<file path="src/rtl/exc_commit_ctrl_pkg.sv">
// Shared constants for the writeback exception/interrupt commit controller:
// LoongArch Ecodes, exception-vector bit positions and FSM state encoding.
package exc_commit_ctrl_pkg;

    localparam logic [5:0] ECODE_INT  = 6'h00;
    localparam logic [5:0] ECODE_ADEF = 6'h08;
    localparam logic [5:0] ECODE_ALE  = 6'h09;
    localparam logic [5:0] ECODE_SYS  = 6'h0B;
    localparam logic [5:0] ECODE_BRK  = 6'h0C;
    localparam logic [5:0] ECODE_INE  = 6'h0D;
    localparam logic [5:0] ECODE_IPE  = 6'h0E;

    localparam logic [8:0] ESUB_NONE  = 9'h000;

    // wb_exc_vec = {ale, brk, sys, ipe, ine, adef}
    localparam int EXC_ADEF = 0;
    localparam int EXC_INE  = 1;
    localparam int EXC_IPE  = 2;
    localparam int EXC_SYS  = 3;
    localparam int EXC_BRK  = 4;
    localparam int EXC_ALE  = 5;

    typedef enum logic [1:0] {
        ST_IDLE     = 2'd0,
        ST_REDIRECT = 2'd1,
        ST_DRAIN    = 2'd2
    } state_t;

endpackage

</file>
<file path="src/rtl/exc_commit_ctrl_prio_enc.sv">
// Priority encoder: interrupt > adef > ine > ipe > sys > brk > ale > ertn.
// Purely combinational; the caller gates the result with wb_valid and state.
module exc_prio_enc
    import exc_commit_ctrl_pkg::*;
(
    input  logic [5:0] exc_vec,
    input  logic       has_int,
    input  logic       is_ertn,
    output logic       take_ex,
    output logic       take_ertn,
    output logic [5:0] ecode,
    output logic [8:0] esubcode
);

    always_comb begin
        take_ex   = 1'b1;
        take_ertn = 1'b0;
        ecode     = ECODE_INT;
        esubcode  = ESUB_NONE;
        if (has_int) begin
            ecode = ECODE_INT;
        end else if (exc_vec[EXC_ADEF]) begin
            ecode = ECODE_ADEF;
        end else if (exc_vec[EXC_INE]) begin
            ecode = ECODE_INE;
        end else if (exc_vec[EXC_IPE]) begin
            ecode = ECODE_IPE;
        end else if (exc_vec[EXC_SYS]) begin
            ecode = ECODE_SYS;
        end else if (exc_vec[EXC_BRK]) begin
            ecode = ECODE_BRK;
        end else if (exc_vec[EXC_ALE]) begin
            ecode = ECODE_ALE;
        end else begin
            take_ex   = 1'b0;
            take_ertn = is_ertn;
        end
    end

endmodule

</file>
<file path="src/rtl/exc_commit_ctrl.sv">
// Writeback exception/interrupt/ertn commit sequencer with redirect handshake
// and drain window. Optional BADV output path: define EXC_COMMIT_CTRL_BADV_EN.
//
// state       | meaning
// ST_IDLE     | watching WB for interrupt/exception/ertn
// ST_REDIRECT | holding redirect_valid/redirect_pc until pre-IF accepts
// ST_DRAIN    | stale WB instructions are killed, no new events taken
module exc_commit_ctrl
    import exc_commit_ctrl_pkg::*;
#(
    parameter int DRAIN_CYCLES = 2
) (
    input  logic        clk,
    input  logic        reset,
    input  logic        wb_valid,
    input  logic [31:0] wb_pc,
    input  logic [5:0]  wb_exc_vec,
    input  logic        wb_is_ertn,
    input  logic        has_int,
    input  logic [31:0] ex_entry,
    input  logic [31:0] ertn_entry,
    input  logic        fetch_ready,
`ifdef EXC_COMMIT_CTRL_BADV_EN
    input  logic [31:0] wb_vaddr,
    output logic        csr_badv_we,
    output logic [31:0] csr_badv,
`endif
    output logic        csr_wb_ex,
    output logic [5:0]  csr_wb_ecode,
    output logic [8:0]  csr_wb_esubcode,
    output logic [31:0] csr_wb_pc,
    output logic        csr_ertn_flush,
    output logic        commit_kill,
    output logic        pipe_flush,
    output logic        redirect_valid,
    output logic [31:0] redirect_pc,
    output logic        busy
);

    localparam int CNT_W = (DRAIN_CYCLES > 0) ? $clog2(DRAIN_CYCLES + 1) : 1;
    localparam logic [CNT_W-1:0] DRAIN_INIT =
        CNT_W'((DRAIN_CYCLES > 0) ? DRAIN_CYCLES - 1 : 0);

    state_t           state;
    logic [CNT_W-1:0] drain_cnt;

    logic       take_ex;
    logic       take_ertn;
    logic [5:0] enc_ecode;
    logic [8:0] enc_esub;
    logic       ev_en;
    logic       ev_ex;
    logic       ev_ertn;

    exc_prio_enc u_prio_enc (
        .exc_vec   (wb_exc_vec),
        .has_int   (has_int),
        .is_ertn   (wb_is_ertn),
        .take_ex   (take_ex),
        .take_ertn (take_ertn),
        .ecode     (enc_ecode),
        .esubcode  (enc_esub)
    );

    assign ev_en   = (state == ST_IDLE) && wb_valid;
    assign ev_ex   = ev_en && take_ex;
    assign ev_ertn = ev_en && take_ertn;

    // Event-cycle outputs are combinational so the CSR commits in the same WB cycle.
    assign csr_wb_ex       = ev_ex;
    assign csr_wb_ecode    = ev_ex ? enc_ecode : 6'h00;
    assign csr_wb_esubcode = ev_ex ? enc_esub  : 9'h000;
    assign csr_wb_pc       = ev_ex ? wb_pc     : 32'h0;
    assign csr_ertn_flush  = ev_ertn;
    assign commit_kill     = ev_ex || ((state == ST_DRAIN) && wb_valid);
    assign pipe_flush      = ev_ex || ev_ertn || (state == ST_REDIRECT);

`ifdef EXC_COMMIT_CTRL_BADV_EN
    always_comb begin
        csr_badv_we = 1'b0;
        csr_badv    = 32'h0;
        if (ev_ex && enc_ecode == ECODE_ADEF) begin
            csr_badv_we = 1'b1;
            csr_badv    = wb_pc;
        end else if (ev_ex && enc_ecode == ECODE_ALE) begin
            csr_badv_we = 1'b1;
            csr_badv    = wb_vaddr;
        end
    end
`endif

    always_ff @(posedge clk) begin
        if (reset) begin
            state          <= ST_IDLE;
            drain_cnt      <= '0;
            redirect_pc    <= 32'h0;
            redirect_valid <= 1'b0;
            busy           <= 1'b0;
        end else begin
            case (state)
                ST_IDLE: begin
                    if (ev_ex || ev_ertn) begin
                        redirect_pc    <= ev_ex ? ex_entry : ertn_entry;
                        redirect_valid <= 1'b1;
                        busy           <= 1'b1;
                        state          <= ST_REDIRECT;
                    end
                end
                ST_REDIRECT: begin
                    if (fetch_ready) begin
                        redirect_valid <= 1'b0;
                        if (DRAIN_CYCLES == 0) begin
                            busy  <= 1'b0;
                            state <= ST_IDLE;
                        end else begin
                            drain_cnt <= DRAIN_INIT;
                            state     <= ST_DRAIN;
                        end
                    end
                end
                ST_DRAIN: begin
                    if (drain_cnt == '0) begin
                        busy  <= 1'b0;
                        state <= ST_IDLE;
                    end else begin
                        drain_cnt <= drain_cnt - 1'b1;
                    end
                end
                default: begin
                    redirect_valid <= 1'b0;
                    busy           <= 1'b0;
                    state          <= ST_IDLE;
                end
            endcase
        end
    end

endmodule

</file>
<file path="config.mk">
export PLATFORM = sky130hd
export DESIGN_NAME = exc_commit_ctrl
export DESIGN_NICKNAME = d
export VERILOG_FILES = /design/src/rtl/exc_commit_ctrl_pkg.sv /design/src/rtl/exc_commit_ctrl_prio_enc.sv /design/src/rtl/exc_commit_ctrl.sv
export SDC_FILE = /design/constraint.sdc
export NUM_CORES = 1
export LEC_CHECK = 0
export ABC_AREA = 1
export CAP_MARGIN = 20
export CELL_PAD_IN_SITES_DETAIL_PLACEMENT = 0
export CELL_PAD_IN_SITES_GLOBAL_PLACEMENT = 2
export CORE_MARGIN = 8
export CORE_UTILIZATION = 28
export DETAILED_ROUTE_END_ITERATION = 10
export DONT_BUFFER_PORTS = 1
export GPL_ROUTABILITY_DRIVEN = 1
export PLACE_DENSITY = 0.77
export SYNTH_ARGS = -nofsm -noshare
export SYNTH_HDL_FRONTEND = slang
export SYNTH_HIERARCHICAL = 1
export SYNTH_SLANG_ARGS = --single-unit
export TNS_END_PERCENT = 100
</file>
<file path="constraint.sdc">
create_clock -name clk -period 1.45 [get_ports clk]
set_input_delay 0.2175 -clock clk [delete_from_list [all_inputs] [get_ports clk]]
set_output_delay 0.2175 -clock clk [all_outputs]
set_load 0.03 [all_outputs]
</file>
==> metrics.txt <==
# TYPE chip_impl_metric gauge
chip_impl_info{name="outcome",value="complete, but fails checks"} 1
chip_impl_info{name="failed_checks",value="setup timing"} 1
chip_impl_metric{name="power_frac_clock",unit=""} 0.217
chip_impl_metric{name="dp_hpwl",unit="microns"} 6304
chip_impl_metric{name="post_layout_nonfiller_instances",unit=""} 570
chip_impl_metric{name="cp.required",unit="ns"} 1.23
chip_impl_metric{name="combPwrFrac",unit=""} 0.356
chip_impl_metric{name="finish.net_count",unit=""} 572
chip_impl_metric{name="synthCells",unit=""} 421
chip_impl_metric{name="placed_cells",unit=""} 553
chip_impl_metric{name="hold_viol_final",unit=""} 0
chip_impl_info{name="setup_repair_after_global_routing_missed_its_margin",value="yes"} 1
chip_impl_metric{name="numCtsBuffers",unit=""} 5
chip_impl_metric{name="path_clk_slew",unit="ns"} 0.07
chip_impl_metric{name="drc",unit=""} 0
chip_impl_metric{name="worst_slew_pin_slew",unit="ns"} 0.5853
chip_impl_metric{name="flow.area_growth_from_synthesis",unit="%"} 41.89
chip_impl_metric{name="drt_pre_antenna_iters",unit=""} 4
chip_impl_metric{name="synth.ff_latch_count",unit=""} 38
chip_impl_metric{name="fin_crit",unit="ns"} 1.621
chip_impl_metric{name="synthesis.area",unit="sq um"} 2452
chip_impl_metric{name="syn_avg_cell_area",unit="sq um"} 5.825
chip_impl_metric{name="finalWorstSetupSlack",unit="ns"} -0.1712
chip_impl_metric{name="power.leakage",unit="uW"} 0.001717
chip_impl_metric{name="dr.first_iter.drc_count",unit=""} 71
chip_impl_metric{name="seq_total_area_yosys",unit=""} 0.3102
chip_impl_info{name="path_cells",value="nor2_4 -> nand3_4 -> buf_12 -> buf_12 -> nor2_4 -> buf_6"} 1
chip_impl_metric{name="synth.yosys.warnings",unit=""} 6
chip_impl_metric{name="p_sw_frac",unit=""} 0.3963
chip_impl_info{name="yosys.area.top_type",value="sky130_fd_sc_hd__dfxtp_1"} 1
chip_impl_metric{name="worst_skew_pair.late_latency",unit="ns"} 0.28
chip_impl_metric{name="routed_wire_length_per_instance",unit="microns"} 14.44
chip_impl_metric{name="grt_antenna_before_repair",unit=""} 0
chip_impl_metric{name="setup_violations",unit=""} 46
chip_impl_metric{name="clockBufferDepth",unit=""} 2
chip_impl_metric{name="dieArea",unit="sq um"} 12010
chip_impl_metric{name="synth_top_area_frac",unit=""} 0.3102
chip_impl_metric{name="grt_first_pass_wirelength",unit="microns"} 11650
chip_impl_info{name="criticalPathCategory",value="flip-flop to output pin"} 1
chip_impl_metric{name="die_w",unit="microns"} 109.6
chip_impl_metric{name="finalWeightedCongestion",unit=""} 0.7667
chip_impl_metric{name="largest_net_degree_at_the_start_of_global_routing",unit=""} 47
chip_impl_metric{name="clock_skew",unit="ns"} 0.002319
chip_impl_metric{name="min_period_over_period",unit=""} 1.118
chip_impl_info{name="worstHoldPathType",value="input port to flip-flop"} 1
chip_impl_metric{name="floorplan.die.height",unit="microns"} 109.6
chip_impl_metric{name="netlist-cell-type-count",unit=""} 27
chip_impl_metric{name="intPower",unit="uW"} 1962
chip_impl_metric{name="first_global_vias",unit=""} 2396
chip_impl_metric{name="drt-total-wl",unit="microns"} 8229
chip_impl_metric{name="ios",unit=""} 193
chip_impl_metric{name="cts-htree-levels",unit=""} 2
chip_impl_metric{name="vias",unit=""} 2474
chip_impl_metric{name="core",unit="sq um"} 8593
chip_impl_metric{name="arrival_time_of_the_worst_setup_path",unit="ns"} 1.40
chip_impl_metric{name="total_switching_power",unit="uW"} 1288
chip_impl_metric{name="floorplan.initialDensity",unit=""} 0.2854
chip_impl_metric{name="antennaDiodeCount",unit=""} 0
chip_impl_info{name="critPathSlowestCell",value="sky130_fd_sc_hd__dfxtp_2"} 1
chip_impl_metric{name="cp_max_fo",unit=""} 7
chip_impl_metric{name="num_rows",unit=""} 34
chip_impl_metric{name="post_route_cells_drive_above_1_share",unit=""} 0.3247
chip_impl_metric{name="irDropWorstVdd",unit="V"} 0.0004208
chip_impl_info{name="clockRootBuffer",value="sky130_fd_sc_hd__clkbuf_8"} 1
chip_impl_metric{name="clock.fmax",unit="GHz"} 0.6168
chip_impl_metric{name="crit_path_max_incr_delay",unit="ns"} 0.34
chip_impl_info{name="critical_path.startpoint_type",value="flip-flop"} 1
chip_impl_metric{name="ant_nets",unit=""} 0
chip_impl_metric{name="timing_max_transition_violations_final",unit=""} 0
chip_impl_metric{name="fin_tns_setup",unit="ns"} -5.312
chip_impl_metric{name="number_of_port_buffers",unit=""} 0
chip_impl_info{name="critical_path.endpoint_type",value="output pin"} 1
chip_impl_metric{name="power_density",unit="nW/um^2"} 934.1
chip_impl_metric{name="clock_sink_count",unit=""} 38
chip_impl_metric{name="vias_per_cell",unit=""} 4.340
chip_impl_metric{name="global_route.usage.total",unit=""} 0.1193
chip_impl_metric{name="slew-limit-headroom",unit=""} 0.6084
chip_impl_info{name="cts_tree",value="done"} 1
chip_impl_metric{name="maxCapViolCount",unit=""} 0
chip_impl_info{name="synth_top_cells_by_area",value="sky130_fd_sc_hd__dfxtp_1, sky130_fd_sc_hd__nor2_1, sky130_fd_sc_hd__nand2_1"} 1
chip_impl_metric{name="fillerInstances",unit=""} 915
chip_impl_metric{name="global_route.overflow_total",unit=""} 0
chip_impl_metric{name="sequentialPowerShare",unit=""} 0.427
==> cell usage after synthesis <==
library cell,count
sky130_fd_sc_hd__inv_8,1
sky130_fd_sc_hd__nand3_1,4
sky130_fd_sc_hd__o21ai_0,26
sky130_fd_sc_hd__nand4_2,1
sky130_fd_sc_hd__nor2_2,2
sky130_fd_sc_hd__nor4_1,1
sky130_fd_sc_hd__a31oi_1,1
sky130_fd_sc_hd__nand2_2,10
sky130_fd_sc_hd__or2_2,1
sky130_fd_sc_hd__o21ai_1,8
sky130_fd_sc_hd__buf_1,1
sky130_fd_sc_hd__conb_1,1
sky130_fd_sc_hd__clkbuf_1,2
sky130_fd_sc_hd__nand2_1,102
sky130_fd_sc_hd__or2_1,1
sky130_fd_sc_hd__ha_1,1
sky130_fd_sc_hd__buf_4,13
sky130_fd_sc_hd__inv_1,65
sky130_fd_sc_hd__buf_12,1
sky130_fd_sc_hd__nand3_2,2
sky130_fd_sc_hd__inv_2,1
sky130_fd_sc_hd__buf_6,5
sky130_fd_sc_hd__buf_2,10
sky130_fd_sc_hd__dfxtp_1,38
sky130_fd_sc_hd__a21oi_1,5
sky130_fd_sc_hd__nor2_1,117
sky130_fd_sc_hd__nor2_4,1
==> flip-flops by register name, summed over array words and instances (netlist names) <==
name	flops
state	2
busy	1
redirect_pc	32
drain_cnt	2
redirect_valid	1
==> critical path: cells and delay by family (launching register included) <==
| family | cells | cell delay (ns) |
|---|---|---|
| buffers and inverters | 3 | 0.45 |
| DFF | 1 | 0.34 |
| and+or+nand+nor | 3 | 0.34 |
==> power by group through the flow <==
stage	clock network, uW	logic [uW]	registers, uW
floorplan	0	757	1390
global placement	0	956	1420
detailed placement	0	966	1420
CTS	750	1010	1390
global route	796	1260	1400
finish	706	1160	1390
==> through the flow <==
step | worst slack [ns] | util | cell area [sq um] | hold slack (ns) | power (uW)
floorplan | -0.06156 | - | 2660 | 0.2866 | 2151
finish | -0.1712 | 0.4049 | 3480 | 0.1428 | 3250
global route | -0.2474 | 0.4049 | 3480 | 0.1430 | 3459
detailed placement | -0.02024 | 0.3468 | 2980 | 0.2934 | 2381
global placement | -0.002511 | 0.3468 | 2980 | 0.2898 | 2371
CTS | -0.1981 | 0.3681 | 3163 | 0.1334 | 3150
==> routing by layer <==
| metal | track usage | vias to the layer above | wire length, microns |
|---|---|---|---|
| met2 | 0.2093 | 111 | 4030 |
| met4 | 0.02604 | 0 | 41 |
| li1 | - | 1293 | - |
| met3 | 0.04279 | 2 | 831 |
| met1 | 0.1354 | 1068 | 3326 |
| met5 | 0 | - | 0 |
==> logic make-up (layout without fill, tap and decap cells) <==
group                    Yosys count  in the layout  share of synthesized area
other                              1             11                   0.001529
AO/OA/AOI/OAI                     40             40                    0.08214
buffers and inverters             99            130                     0.2015
AND/OR/NAND/NOR                  242            242                     0.3995
flip-flops                        38             38                     0.3102
adder cells (fa/ha/maj)            1              1                   0.005101
==> layout make-up <==
type | instances | area [sq um] | share of cell area
multi-input combinational | 294 | 1558 | 0.4477
sequential | 38 | 763.2 | 0.2193
timing repair buffer | 56 | 645.6 | 0.1855
inverter | 67 | 284.0 | 0.08163
tap | 108 | 135.1 | 0.03884
clock buffer | 6 | 82.58 | 0.02373
timing repair inverter | 1 | 11.26 | 0.003236
==> repair_timing <==
item                       4_1_cts  5_1_grt
setup endpoints to repair       39       56
gates cloned                     0        3
hold endpoints to repair         4        0
pin swaps                        2       28
gates resized for setup         21       56
buffers inserted                 1        6
hold buffers                     1        0
==> path summary, 6_finish.rpt <==
check	start	endpoint	slack [ns]	depth (start not counted)
min reg2reg	drain_cnt[1]$_SDFFE_PP0P_	drain_cnt[1]$_SDFFE_PP0P_	0.47	2
max reg2reg	state[1]$_SDFFE_PP0P_	redirect_pc[28]$_SDFFE_PP0P_	-0.08	10
min	ex_entry[12]	redirect_pc[12]$_SDFFE_PP0P_	0.14	4
max	state[1]$_SDFFE_PP0P_	csr_wb_pc[27]	-0.17	6
==> layout by cell type, fill, tap and decap left out <==
cell type,count
sky130_fd_sc_hd__a31oi_1,1
sky130_fd_sc_hd__nor2_4,22
sky130_fd_sc_hd__inv_8,1
sky130_fd_sc_hd__conb_1,11
sky130_fd_sc_hd__nand3_2,1
sky130_fd_sc_hd__buf_12,9
sky130_fd_sc_hd__o21ai_0,26
sky130_fd_sc_hd__nand3_4,1
sky130_fd_sc_hd__buf_8,4
sky130_fd_sc_hd__dfxtp_1,36
sky130_fd_sc_hd__ha_1,1
sky130_fd_sc_hd__clkinvlp_4,1
sky130_fd_sc_hd__a21oi_1,5
sky130_fd_sc_hd__clkbuf_16,2
sky130_fd_sc_hd__nand3_1,4
sky130_fd_sc_hd__nand2_4,9
sky130_fd_sc_hd__dfxtp_2,2
sky130_fd_sc_hd__clkbuf_8,6
sky130_fd_sc_hd__nand2_2,30
sky130_fd_sc_hd__nor4_1,1
sky130_fd_sc_hd__nand4_2,1
sky130_fd_sc_hd__or2_2,1
sky130_fd_sc_hd__dlygate4sd3_1,1
sky130_fd_sc_hd__inv_1,64
sky130_fd_sc_hd__buf_6,12
sky130_fd_sc_hd__buf_4,28
sky130_fd_sc_hd__nor2_1,80
sky130_fd_sc_hd__nor2_2,18
sky130_fd_sc_hd__clkinv_16,1
sky130_fd_sc_hd__or2_1,1
sky130_fd_sc_hd__nand2_1,73
sky130_fd_sc_hd__o21ai_1,8
sky130_fd_sc_hd__inv_4,1
(Power assumes the default switching activity.)
